<file path="src/rtl/ex_muldiv.sv">
// rtl/ex_muldiv.sv - iterative RV32M multiply/divide unit for the EX stage
// Optional MULDIV_FAST_MUL_EN: single-cycle multiply for funct3 0-3 instead of 32-step shift-add.
module ex_muldiv #(
  parameter int XLEN = 32
) (
  input  logic            clk,
  input  logic            rst,
  input  logic            flush,
  input  logic            start,
  input  logic [2:0]      op,
  input  logic [XLEN-1:0] a,
  input  logic [XLEN-1:0] b,
  input  logic [4:0]      rd,
  output logic            busy,
  output logic            stall_req,
  output logic            done,
  output logic [XLEN-1:0] result,
  output logic [4:0]      done_rd
);

  typedef enum logic [1:0] {S_IDLE, S_CALC, S_DONE} state_e;

  state_e              state_q, state_d;
  logic [4:0]          cnt_q, cnt_d;
  logic [2:0]          op_q, op_d;
  logic                neg_q, neg_d;
  logic [XLEN-1:0]     dvs_q, dvs_d;
  logic [2*XLEN-1:0]   acc_q, acc_d;
  logic [XLEN-1:0]     result_q, result_d;
  logic [4:0]          rd_q, rd_d;

  logic                a_sgn, b_sgn;
  logic [XLEN-1:0]     a_mag, b_mag;
  logic [XLEN:0]       mul_add, div_shift, div_diff;
  logic [2*XLEN-1:0]   step_next, prod_fix;
  logic [XLEN-1:0]     div_raw, fin;
`ifdef MULDIV_FAST_MUL_EN
  logic [2*XLEN-1:0]   fprod;
`endif

  // Signedness of each operand follows funct3; MUL uses the unsigned path since low bits match.
  always_comb begin
    a_sgn = a[XLEN-1] & ((op == 3'd1) | (op == 3'd2) | (op == 3'd4) | (op == 3'd6));
    b_sgn = b[XLEN-1] & ((op == 3'd1) | (op == 3'd4) | (op == 3'd6));
    a_mag = a_sgn ? -a : a;
    b_mag = b_sgn ? -b : b;
  end

`ifdef MULDIV_FAST_MUL_EN
  // Low 64 bits of the 33x33 signed product are exact for every multiply flavour.
  assign fprod = 64'($signed({a_sgn, a}) * $signed({b_sgn, b}));
`endif

  // acc holds {partial product hi, multiplier} for multiply and {remainder, dividend/quotient} for divide.
  always_comb begin
    mul_add   = {1'b0, acc_q[2*XLEN-1:XLEN]} + {1'b0, dvs_q};
    div_shift = acc_q[2*XLEN-1:XLEN-1];
    div_diff  = div_shift - {1'b0, dvs_q};
    if (op_q[2]) begin
      step_next = div_diff[XLEN] ? {div_shift[XLEN-1:0], acc_q[XLEN-2:0], 1'b0}
                                 : {div_diff[XLEN-1:0], acc_q[XLEN-2:0], 1'b1};
    end else begin
      step_next = acc_q[0] ? {mul_add, acc_q[XLEN-1:1]} : {1'b0, acc_q[2*XLEN-1:1]};
    end
    prod_fix = neg_q ? -step_next : step_next;
    div_raw  = op_q[1] ? step_next[2*XLEN-1:XLEN] : step_next[XLEN-1:0];
    if (op_q[2])
      fin = neg_q ? -div_raw : div_raw;
    else
      fin = (op_q[1:0] == 2'd0) ? prod_fix[XLEN-1:0] : prod_fix[2*XLEN-1:XLEN];
  end

  always_comb begin
    state_d  = state_q;
    cnt_d    = cnt_q;
    op_d     = op_q;
    neg_d    = neg_q;
    dvs_d    = dvs_q;
    acc_d    = acc_q;
    result_d = result_q;
    rd_d     = rd_q;
    case (state_q)
      S_IDLE: begin
        if (start) begin
          op_d  = op;
          rd_d  = rd;
          neg_d = (op == 3'd6) ? a_sgn : (a_sgn ^ b_sgn);
          dvs_d = op[2] ? b_mag : a_mag;
          acc_d = {{XLEN{1'b0}}, (op[2] ? a_mag : b_mag)};
          cnt_d = 5'd0;
          if (op[2] && (b == '0)) begin
            result_d = op[1] ? a : '1;
            state_d  = S_DONE;
          end else if (((op == 3'd4) || (op == 3'd6)) &&
                       (a == {1'b1, {(XLEN-1){1'b0}}}) && (b == '1)) begin
            result_d = op[1] ? '0 : {1'b1, {(XLEN-1){1'b0}}};
            state_d  = S_DONE;
`ifdef MULDIV_FAST_MUL_EN
          end else if (!op[2]) begin
            result_d = (op[1:0] == 2'd0) ? fprod[XLEN-1:0] : fprod[2*XLEN-1:XLEN];
            state_d  = S_DONE;
`endif
          end else begin
            state_d = S_CALC;
          end
        end
      end
      S_CALC: begin
        acc_d = step_next;
        cnt_d = cnt_q + 5'd1;
        if (cnt_q == 5'd31) begin
          result_d = fin;
          state_d  = S_DONE;
        end
      end
      S_DONE:  state_d = S_IDLE;
      default: state_d = S_IDLE;
    endcase
  end

  always_ff @(posedge clk) begin
    if (rst || flush) begin
      state_q  <= S_IDLE;
      cnt_q    <= '0;
      op_q     <= '0;
      neg_q    <= 1'b0;
      dvs_q    <= '0;
      acc_q    <= '0;
      result_q <= '0;
      rd_q     <= '0;
    end else begin
      state_q  <= state_d;
      cnt_q    <= cnt_d;
      op_q     <= op_d;
      neg_q    <= neg_d;
      dvs_q    <= dvs_d;
      acc_q    <= acc_d;
      result_q <= result_d;
      rd_q     <= rd_d;
    end
  end

  assign busy      = (state_q == S_CALC);
  assign done      = (state_q == S_DONE);
  assign stall_req = ~(rst | flush) & (((state_q == S_IDLE) & start) | (state_q == S_CALC));
  assign result    = result_q;
  assign done_rd   = rd_q;

endmodule

</file>
<file path="config.mk">
export PLATFORM = sky130hd
export DESIGN_NAME = ex_muldiv
export DESIGN_NICKNAME = d
export VERILOG_FILES = /design/src/rtl/ex_muldiv.sv
export SDC_FILE = /design/constraint.sdc
export NUM_CORES = 1
export LEC_CHECK = 0
export BUFFER_PORTS_ARGS = -buffer_cell sky130_fd_sc_hd__buf_2
export CAP_MARGIN = 20
export CORE_MARGIN = 1.5
export CORE_UTILIZATION = 30
export DETAILED_ROUTE_END_ITERATION = 10
export GPL_ROUTABILITY_DRIVEN = 0
export PLACE_DENSITY_LB_ADDON = 0.05
export SLEW_MARGIN = 5
export SYNTH_ARGS = -nofsm -noshare
export SYNTH_HDL_FRONTEND = slang
export SYNTH_SLANG_ARGS = --single-unit
</file>
<file path="constraint.sdc">
create_clock -name clk -period 7.66 [get_ports clk]
set_input_delay 1.149 -clock clk [delete_from_list [all_inputs] [get_ports clk]]
set_output_delay 1.149 -clock clk [all_outputs]
set_load 0.02 [all_outputs]
</file>
==> results.json, run 1 <==
{
  "final_cells": 3402,
  "layout.filler_cells": 6505,
  "track_usage_pct": 31.5,
  "most_frequent_cell_on_the_critical_path": "nand2_1",
  "stdcell_area_mm2": 0.0196,
  "report.final.slew_viol_count": 0,
  "worst_path_largest_cell_delay_ns": 0.48,
  "netlist_area_before_placement_mm2": 0.0178,
  "cts.sinks": 144,
  "setup_viol_count_final": 0,
  "cts-root-to-sink-buffers": 2,
  "share_comb_of_total_power_pct": 38.5,
  "worstMarginPinSlew_ns": 1.21,
  "postCtsSetupRepairBufs": 0,
  "timing.setup.critical_path_class": "reg2reg",
  "ctsHoldBuffers": 0,
  "placed_cells": 3369,
  "final_routed_wirelength_mm": 97.4,
  "worst_path_max_delay_cell": "nand4_2",
  "clockPowerShare_pct": 31.8,
  "first_global_vias": 19400,
  "crit_path_start": "acc_q[31]",
  "h_tree_lvl_count": 4,
  "fin_crit_ns": 6.82,
  "cts_root_buffer_type": "clkbuf_16",
  "cts.clk_slew.worst_paths_ns": 0.07,
  "power.density_mw_per_mm2": 138,
  "timing.clock.skew_ns": 0.0189,
  "yosys_warnings": 0,
  "detailedRoute.firstPassIterationCount": 6,
  "synth_instances": 2619,
  "flow.area_growth_from_synthesis_pct": 9.93,
  "static-leakage-power_nw": 7.06,
  "via_per_inst": 6.27,
  "timing.final.crit_share_pct": 89.1,
  "syn_avg_cell_area_um2": 6.80,
  "ys_seq_area_share_pct": 16.2,
  "portion_of_total_power_attributed_to_sequential_cells_pct": 29.6,
  "run_status": "completed",
  "totalPowerFinal_w": 0.00269,
  "timing.hold.worst.start": "done_rd[0]",
  "initial_antenna_violation_count": 6,
  "grt_remaining_overflow": 0,
  "power.ir.vdd_worst_mv": 0.111,
  "mappedNetlistNets": 2768,
  "vias": 21300,
  "multi_input_area_mm2": 0.0139,
  "netlist-cell-type-count": 104,
  "power.internal_w": 0.00152,
  "power.switching_w": 0.00117,
  "num_rows": 89,
  "place.port_buffers": 115,
  "setup_slack_ns": 0.836,
  "initial_core_util_pct": 30.3,
  "timing.critical_path.from_type": "flip-flop",
  "finish.net_count": 2764,
  "detail_route.wl_per_cell_um": 28.6,
  "critPathArrivalTime_ns": 7.23,
  "drc": 0,
  "grt_setup_unrepaired": "false",
  "floorplan.die.height_um": 247,
  "timing.max_cap.violations": 0,
  "setup-tns-final_ns": 0,
  "first_iter_violations": 2305,
  "relSlewSlack_pct": 18.8,
  "synth_ff_type": "dfxtp_1",
  "clock_latency_ns": 0.51,
  "ys_async_sr_fraction_pct": 0,
  "synth_edf_count": 0,
  "number_of_endpoints_with_negative_hold_slack_in_the_final_report": 0,
  "crit_path_max_fanout": 14,
  "max_freq_ghz": 0.147,
  "maximum_number_of_pins_on_one_net_before_global_route_repair": 84,
  "yosys-top-cells-area": "dfxtp_1 (16%), a21oi_1 (7.6%), nand2_1 (6.6%)",
  "r2r-start": "acc_q[31]",
  "ys_seq_elements": 144,
  "core_area_mm2": 0.0588,
  "power.switching_fraction_pct": 43.4,
  "die-width_um": 247,
  "seqCellArea_mm2": 0.00289,
  "critPathRequiredTime_ns": 8.07,
  "antenna_violating_nets_left": 0,
  "yosys.area.top_type_share_pct": 16.2,
  "cts_made_buffers": 17,
  "end_kind": "flip-flop",
  "netlist.top_cell.by_area": "dfxtp_1",
  "cts-resized-gates": 0,
  "post_place_setup_slack_ns": 1.13,
  "timing.hold.worst.class": "reg2reg",
  "die_area_mm2": 0.0608,
  "top_level_ports": 116,
  "tritoncts": "done",
  "dp_hpwl_mm": 75.7,
  "grt_first_pass_wirelength_mm": 140,
  "final_layout_size_suffix_gt1_share_pct": 11.6,
  "post_dp_cell_area_mm2": 0.0190
}
-- placed cells by master (no fill, tap or decap), types with 20 or more instances in the layout --
| master | instances |
|---|---|
| nand2_1 | 313 |
| a21oi_1 | 269 |
| nor2_1 | 246 |
| o21ai_0 | 191 |
| dfxtp_1 | 140 |
| buf_2 | 116 |
| xnor2_1 | 96 |
| nor3_1 | 80 |
| o211ai_1 | 79 |
| a31oi_1 | 74 |
| nand3_1 | 71 |
| ha_1 | 71 |
| inv_1 | 70 |
| buf_4 | 58 |
| nand4_1 | 43 |
| mux2i_1 | 41 |
| xor2_1 | 40 |
| a211oi_1 | 36 |
| or3_1 | 31 |
| o31ai_1 | 29 |
| a21o_1 | 26 |
| nor4_1 | 24 |
| and2_1 | 23 |
| nor2b_1 | 23 |
| mux2_2 | 21 |
| o21a_1 | 21 |
| and3_1 | 20 |
-- cell usage after synthesis (10+ instances only) --
cell type and instances:
xor2_1 40, nor3_1 80, nand2_1 314, o41ai_1 11, clkbuf_1 150, a21oi_1 269, a2111oi_0 10, nor2_1 249
nor2b_1 23, buf_1 24, inv_1 71, nand4_1 43, o311ai_0 11, o31ai_1 29, mux2_2 21, a221oi_1 18
o2111ai_1 11, or2_2 14, nand3_1 71, a211oi_1 36, o221ai_1 12, a311oi_1 13, a21o_1 26, nor3b_1 11
o211ai_1 79, or3_1 31, buf_2 16, and3_1 20, xnor2_1 96, a22oi_1 17, o21a_1 21, dfxtp_1 144
and2_1 24, a31oi_1 74, ha_1 71, nand2b_1 19, o21ai_0 191, nor4_1 24, or4_1 12, mux2i_1 41
-- cell families (layout without fill, tap and decap cells) --
| group | count (synthesis) | in the layout | synth area share [%] |
|---|---|---|---|
| compound gates | 955 | 955 | 35.5 |
| fa+ha+maj | 73 | 73 | 5.21 |
| xor+xnor | 136 | 136 | 6.69 |
| flops | 144 | 144 | 16.2 |
| mux | 65 | 65 | 3.95 |
| simple gates | 977 | 977 | 26.4 |
| buf+inv | 269 | 277 | 6.03 |
| other cells | 0 | 2 | 0 |
-- layout make-up --
type	instances	area share, %
Clock inverter	8	0.294
Inverter	72	1.38
Multi-Input combinational cell	2206	70.9
Antenna cell	2	0.0256
Tap cell	773	4.94
Clock buffer	23	2.49
Sequential cell	144	14.8
Timing Repair Buffer	174	5.19
-- power groups by stage --
stage / logic (W) / registers (W) / clock network (W)
final: 0.00104 / 0.000798 / 0.000858
after global routing: 0.00110 / 0.000800 / 0.000897
after CTS: 0.00101 / 0.000796 / 0.000877
after detailed placement: 0.00101 / 0.000814 / 0
after global placement: 0.00101 / 0.000813 / 0
after floorplan: 0.000644 / 0.000795 / 0
-- through the flow --
stage	hold WS, ns	utilization, %
floorplan	0.445	-
global placement	0.441	32.3
detailed placement	0.446	32.4
CTS	0.461	33.3
global route	0.486	33.3
finish	0.461	33.3
-- metal layers --
metal	up-vias	wire (µm)	GRT usage, %
met2	904	43400	49.2
met1	10500	43200	42.7
met4	4	3700	12.0
li1	9809	-	-
met3	144	7130	6.08
met5	-	24	0
-- critical path, delay by kind of cell, from the launching register on --
family / cells / cell delay [ns]
AND/OR/NAND/NOR: 10 / 2.73
multiplexers: 1 / 0.25
AO/OA/AOI/OAI: 8 / 2.11
flip-flops: 1 / 0.31
buffers and inverters: 3 / 0.40
adder cells (fa/ha/maj): 3 / 0.91
-- final timing paths --
check / end / slack, ns / cells past startpoint
setup / recovery: result[30] / 0.84 / 25
hold / removal: done_rd[0] / 0.46 / 2
setup reg to reg: result[30] / 0.84 / 25
hold reg to reg: done_rd[0] / 0.46 / 2
-- state kept, by name, indices dropped and copies added (netlist names) --
register,count
op_q,3
cnt_q,5
acc_q,64
neg_q,1
done_rd,5
state_q,2
dvs_q,32
result,32
No activity file was read; power rests on OpenSTA's default activity.
==> run 2: changes to the inputs <==
--- a/config.mk
+++ b/config.mk
@@ -7,6 +7,8 @@
 export LEC_CHECK = 0
 export BUFFER_PORTS_ARGS = -buffer_cell sky130_fd_sc_hd__buf_2
 export CAP_MARGIN = 20
+export CELL_PAD_IN_SITES_DETAIL_PLACEMENT = 0
+export CELL_PAD_IN_SITES_GLOBAL_PLACEMENT = 1
 export CORE_MARGIN = 1.5
 export CORE_UTILIZATION = 30
 export DETAILED_ROUTE_END_ITERATION = 10
==> results.json, run 2 (same netlist as run 1, synthesis figures left out) <==
{
  "run_status": "completed",
  "power.switching_fraction_pct": 42.6,
  "timing.hold.worst.class": "reg2reg",
  "cts.sinks": 144,
  "top_library_cells_by_usage_in_the_layout_fill_and_taps_aside": "nand2_1 (313), a21oi_1 (269), nor2_1 (246)",
  "top_level_ports": 116,
  "flow.area_growth_from_synthesis_pct": 10.2,
  "via_per_inst": 6.23,
  "portion_of_total_power_attributed_to_sequential_cells_pct": 29.3,
  "final_routed_wirelength_mm": 98.7,
  "power.ir.vdd_worst_mv": 0.104,
  "vias": 21200,
  "track_usage_pct": 32.1,
  "postCtsSetupRepairBufs": 0,
  "timing.max_cap.violations": 0,
  "mostFrequentLayoutCell": "nand2_1",
  "grt_remaining_overflow": 0,
  "share_comb_of_total_power_pct": 38.6,
  "drc": 0,
  "crit_path_max_fanout": 14,
  "floorplan.die.height_um": 247,
  "die-width_um": 247,
  "placed_cells": 3371,
  "h_tree_lvl_count": 4,
  "grt_setup_unrepaired": "false",
  "cts_made_buffers": 17,
  "initial_antenna_violation_count": 7,
  "critPathRequiredTime_ns": 8.07,
  "final_cells": 3406,
  "relSlewSlack_pct": 22.7,
  "setup-tns-final_ns": 0,
  "detail_route.wl_per_cell_um": 29.0,
  "die_area_mm2": 0.0608,
  "ctsHoldBuffers": 0,
  "timing.final.crit_share_pct": 85.8,
  "max_flop_register": "acc_q",
  "worstMarginPinSlew_ns": 1.14,
  "first_global_vias": 19800,
  "timing.critical_path.from_type": "flip-flop",
  "timing.setup.critical_path_class": "reg2reg",
  "clockPowerShare_pct": 32.1,
  "finish.net_count": 2768,
  "fin_crit_ns": 6.57,
  "final_layout_size_suffix_gt1_share_pct": 11.7,
  "max_freq_ghz": 0.152,
  "first_iter_violations": 2180,
  "critPathArrivalTime_ns": 6.98,
  "tritoncts": "done",
  "power.density_mw_per_mm2": 139,
  "cts-root-to-sink-buffers": 2,
  "end_kind": "flip-flop",
  "cts.clk_slew.worst_paths_ns": 0.07,
  "setup_viol_count_final": 0,
  "initial_core_util_pct": 30.3,
  "detailedRoute.firstPassIterationCount": 6,
  "num_rows": 89,
  "core_area_mm2": 0.0588,
  "grt_first_pass_wirelength_mm": 142,
  "antenna_violating_nets_left": 0,
  "largest_register_ffs": 64,
  "clock_latency_ns": 0.51,
  "dp_hpwl_mm": 77.4,
  "maximum_number_of_pins_on_one_net_before_global_route_repair": 84,
  "timing.clock.skew_ns": 0.0176,
  "static-leakage-power_nw": 7.10,
  "number_of_endpoints_with_negative_hold_slack_in_the_final_report": 0,
  "power.internal_w": 0.00156,
  "cts_root_buffer_type": "clkbuf_16",
  "cts-resized-gates": 0,
  "layout.filler_cells": 6530,
  "power.switching_w": 0.00116,
  "report.final.slew_viol_count": 0,
  "place.port_buffers": 115
}
==> run 2: changes by cell type in the layout (fill, tap and decap cells not counted), sizes merged <==
cell / previous run / this run
bufinv: 0 / 2
buf: 174 / 177
clkinv: 3 / 8
clkbuf: 23 / 21
clkinvlp: 4 / 0
==> run 2: path summary, 6_finish.rpt <==
| check | start | to | slack, ns | cells after the start |
|---|---|---|---|---|
| min | done_rd[3] | done_rd[3] | 0.45 | 2 |
| min reg2reg | done_rd[3] | done_rd[3] | 0.45 | 2 |
| max reg2reg | acc_q[31] | result[30] | 1.09 | 25 |
| max | acc_q[31] | result[30] | 1.09 | 25 |
==> run 2: power groups by stage <==
stage	sequential [W]	combinational, W	clock (W)
detailed placement	0.000815	0.00102	0
floorplan	0.000795	0.000644	0
global route	0.000801	0.00111	0.000921
CTS	0.000798	0.00103	0.000890
global placement	0.000814	0.00103	0
finish	0.000799	0.00105	0.000873
==> run 2: layer usage <==
layer	vias to the layer above	track usage, %	wire length, µm
li1	9799	-	-
met1	10500	43.6	44300
met2	795	50.4	44000
met3	161	5.34	6300
met4	8	12.7	4050
met5	-	0	54
==> run 2: final cells by class <==
class | count | area (µm²) | share of cell area (%)
antenna | 2 | 5.00 | 0.0255
clock buffer | 20 | 447 | 2.28
clock inverter | 11 | 116 | 0.593
inverter | 72 | 270 | 1.38
multi-input combinational | 2206 | 13900 | 70.8
sequential | 144 | 2890 | 14.7
tap | 773 | 967 | 4.93
timing repair buffer | 178 | 1040 | 5.32
==> run 2: worst max-delay path, cell delays in order, from the launching register on <==
cell      delay [ns]
dfxtp_1         0.31
inv_1           0.09
ha_1            0.19
inv_1           0.06
fa_1            0.42
a211oi_1        0.28
o211ai_1        0.17
a31oi_1         0.41
a21boi_1        0.12
buf_4           0.21
or3_1           0.34
nand2_1         0.09
nor2_1          0.14
a21oi_1         0.25
ha_1            0.26
nand2_1         0.11
nor2_1          0.27
nand2_1         0.10
or2_2           0.36
a311o_1         0.34
nor3_2          0.35
nand4_2         0.47
nor4_1          0.46
mux2i_1         0.23
o221ai_1        0.14
a221oi_1        0.27
==> run 2: per-stage QoR <==
step	utilization [%]	area (µm²)	power, W	hold WS (ns)	setup slack (ns)
floorplan	-	17800	0.00144	0.445	2.21
detailed placement	32.4	19000	0.00184	0.449	1.18
CTS	33.3	19600	0.00271	0.460	1.17
global placement	32.4	19000	0.00184	0.440	1.35
finish	33.4	19600	0.00272	0.455	1.09
global route	33.4	19600	0.00283	0.486	0.561
==> run 3: changes to the inputs <==
--- a/config.mk
+++ b/config.mk
@@ -14,6 +14,7 @@
 export DETAILED_ROUTE_END_ITERATION = 10
 export GPL_ROUTABILITY_DRIVEN = 0
 export PLACE_DENSITY_LB_ADDON = 0.05
+export REMOVE_ABC_BUFFERS = 1
 export SLEW_MARGIN = 5
 export SYNTH_ARGS = -nofsm -noshare
 export SYNTH_HDL_FRONTEND = slang
==> results.json, run 3 (same netlist as run 1, synthesis figures left out) <==
{
  "vias": 20800,
  "max_flop_register": "acc_q",
  "detail_route.wl_per_cell_um": 26.7,
  "cts-resized-gates": 0,
  "worst_hold_path_ep": "done_rd[1]",
  "grt_use_met1_pct": 41.2,
  "layout.filler_cells": 6536,
  "power.density_mw_per_mm2": 137,
  "flow.area_growth_from_synthesis_pct": 10.3,
  "grt_setup_unrepaired": "false",
  "max_freq_ghz": 0.155,
  "number_of_endpoints_with_negative_hold_slack_in_the_final_report": 0,
  "power.internal_w": 0.00158,
  "post_place_setup_slack_ns": 1.35,
  "floorplan.die.height_um": 247,
  "drc": 0,
  "critPathRequiredTime_ns": 8.07,
  "finish.net_count": 2765,
  "die-width_um": 247,
  "timing.max_cap.violations": 0,
  "worst_path_largest_cell_delay_ns": 0.48,
  "grt_remaining_overflow": 0,
  "totalPowerFinal_w": 0.00270,
  "top_library_cells_by_usage_in_the_layout_fill_and_taps_aside": "nand2_1 (313), a21oi_1 (269), nor2_1 (245)",
  "stdcell_area_mm2": 0.0196,
  "r2r-end": "result[30]",
  "final_routed_wirelength_mm": 90.9,
  "via_per_inst": 6.12,
  "clock_latency_ns": 0.51,
  "most_frequent_cell_on_the_critical_path": "nand2_1",
  "report.final.slew_viol_count": 0,
  "worstRegToRegCells": 25,
  "fin_crit_ns": 6.45,
  "mostFrequentLayoutCell": "nand2_1",
  "timing.critical_path.from_type": "flip-flop",
  "worstHoldPathCells": 2,
  "worst-r2r-setup-slack_ns": 1.21,
  "cts.sinks": 144,
  "antenna_violating_nets_left": 0,
  "relSlewSlack_pct": 31.1,
  "static-leakage-power_nw": 7.09,
  "worstMarginPinSlew_ns": 1.02,
  "globalRouteMet3Util_pct": 4.25,
  "postCtsSetupRepairBufs": 0,
  "worst_path_max_delay_cell": "a31oi_1",
  "cts_root_buffer_type": "clkbuf_16",
  "timing.final.crit_share_pct": 84.2,
  "initial_antenna_violation_count": 4,
  "die_area_mm2": 0.0608,
  "largest_register_ffs": 64,
  "initial_core_util_pct": 30.3,
  "timing.clock.skew_ns": 0.0130,
  "ctsHoldBuffers": 0,
  "grt_first_pass_wirelength_mm": 133,
  "end_kind": "flip-flop",
  "setup-tns-final_ns": 0,
  "portion_of_total_power_attributed_to_sequential_cells_pct": 29.6,
  "final_util_pct": 33.4,
  "share_comb_of_total_power_pct": 37.5,
  "setup_viol_count_final": 0,
  "first_iter_violations": 1873,
  "crit_path_max_fanout": 10,
  "num_rows": 89,
  "track_usage_pct": 29.6,
  "critPathArrivalTime_ns": 6.85,
  "cts.clk_slew.worst_paths_ns": 0.07,
  "setup_slack_ns": 1.21,
  "cts-root-to-sink-buffers": 2,
  "timing.setup.critical_path_class": "reg2reg",
  "top_level_ports": 116,
  "tritoncts": "done",
  "clockPowerShare_pct": 32.9,
  "post_dp_cell_area_mm2": 0.0191,
  "run_status": "completed",
  "timing.hold.worst.class": "reg2reg",
  "cts_made_buffers": 17,
  "dp_hpwl_mm": 70.1,
  "gr-max-usage-layer": "met2",
  "power.switching_fraction_pct": 41.6,
  "power.switching_w": 0.00112,
  "first_global_vias": 19600,
  "final_layout_size_suffix_gt1_share_pct": 11.7,
  "r2r-start": "acc_q[31]",
  "place.port_buffers": 115,
  "h_tree_lvl_count": 4,
  "grt_use_met2_pct": 45.2,
  "timing.hold.worst.start": "done_rd[1]",
  "maximum_number_of_pins_on_one_net_before_global_route_repair": 100,
  "core_area_mm2": 0.0588,
  "antenna-diode-count": 0,
  "power.ir.vdd_worst_mv": 0.145,
  "detailedRoute.firstPassIterationCount": 5
}
==> run 3: cell count changes in the layout (fill, tap and decap cells not counted), sizes merged <==
cell | before | now
buf | 177 | 174
clkbuf | 21 | 23
clkinv | 8 | 5
clkinvlp | 0 | 3
diode | 2 | 0
inv | 73 | 72
==> run 3: layout make-up <==
type,count,area (µm²),share of cell area (%)
clock buffers,22,464,2.36
clock inverters,10,111,0.567
inverters,72,270,1.38
multi-input cells,2206,13900,70.7
flip-flops and latches,144,2890,14.7
well taps,773,967,4.92
repair buffers,175,1050,5.35
==> run 3: per-stage QoR <==
stage / hold slack [ns] / instances
floorplan: 0.445 / 2422
detailed placement: 0.448 / 3369
global placement: 0.439 / 3369
finish: 0.452 / 3402
global route: 0.469 / 3402
CTS: 0.458 / 3401
==> run 3: how the worst max path moves through the flow <==
stage,start,endpoint,slack (ns)
floorplan,op_q[2],result[30],-1.10
global placement,acc_q[31],result[30],1.36
detailed placement,acc_q[31],result[30],1.35
CTS,acc_q[31],result[30],1.28
global route,acc_q[31],result[30],0.83
finish,acc_q[31],result[30],1.21
==> run 3: critical path: cells and delay by family, from the launching register on <==
kind                     cells  cell delay, ns
AO/OA/AOI/OAI                8            2.18
multiplexers                 1            0.22
flip-flops                   1            0.31
adder cells (fa/ha/maj)      3            0.90
buffers and inverters        3            0.29
AND/OR/NAND/NOR             10            2.42
==> run 3: power by group through the flow <==
stage | Combinational (W) | Sequential [W] | Clock [W]
floorplan | 0.000595 | 0.000811 | 0
global placement | 0.000990 | 0.000815 | 0
detailed placement | 0.000983 | 0.000815 | 0
CTS | 0.000990 | 0.000798 | 0.000912
global route | 0.00108 | 0.000802 | 0.000930
finish | 0.00101 | 0.000799 | 0.000889
==> run 3: layer usage <==
metal	up-vias	part of all wire [%]	wire, µm
met3	133	6.4	5820
met2	819	43	39200
met4	0	4.0	3610
li1	9805	-	-
met5	-	0	0
met1	10100	47	42300
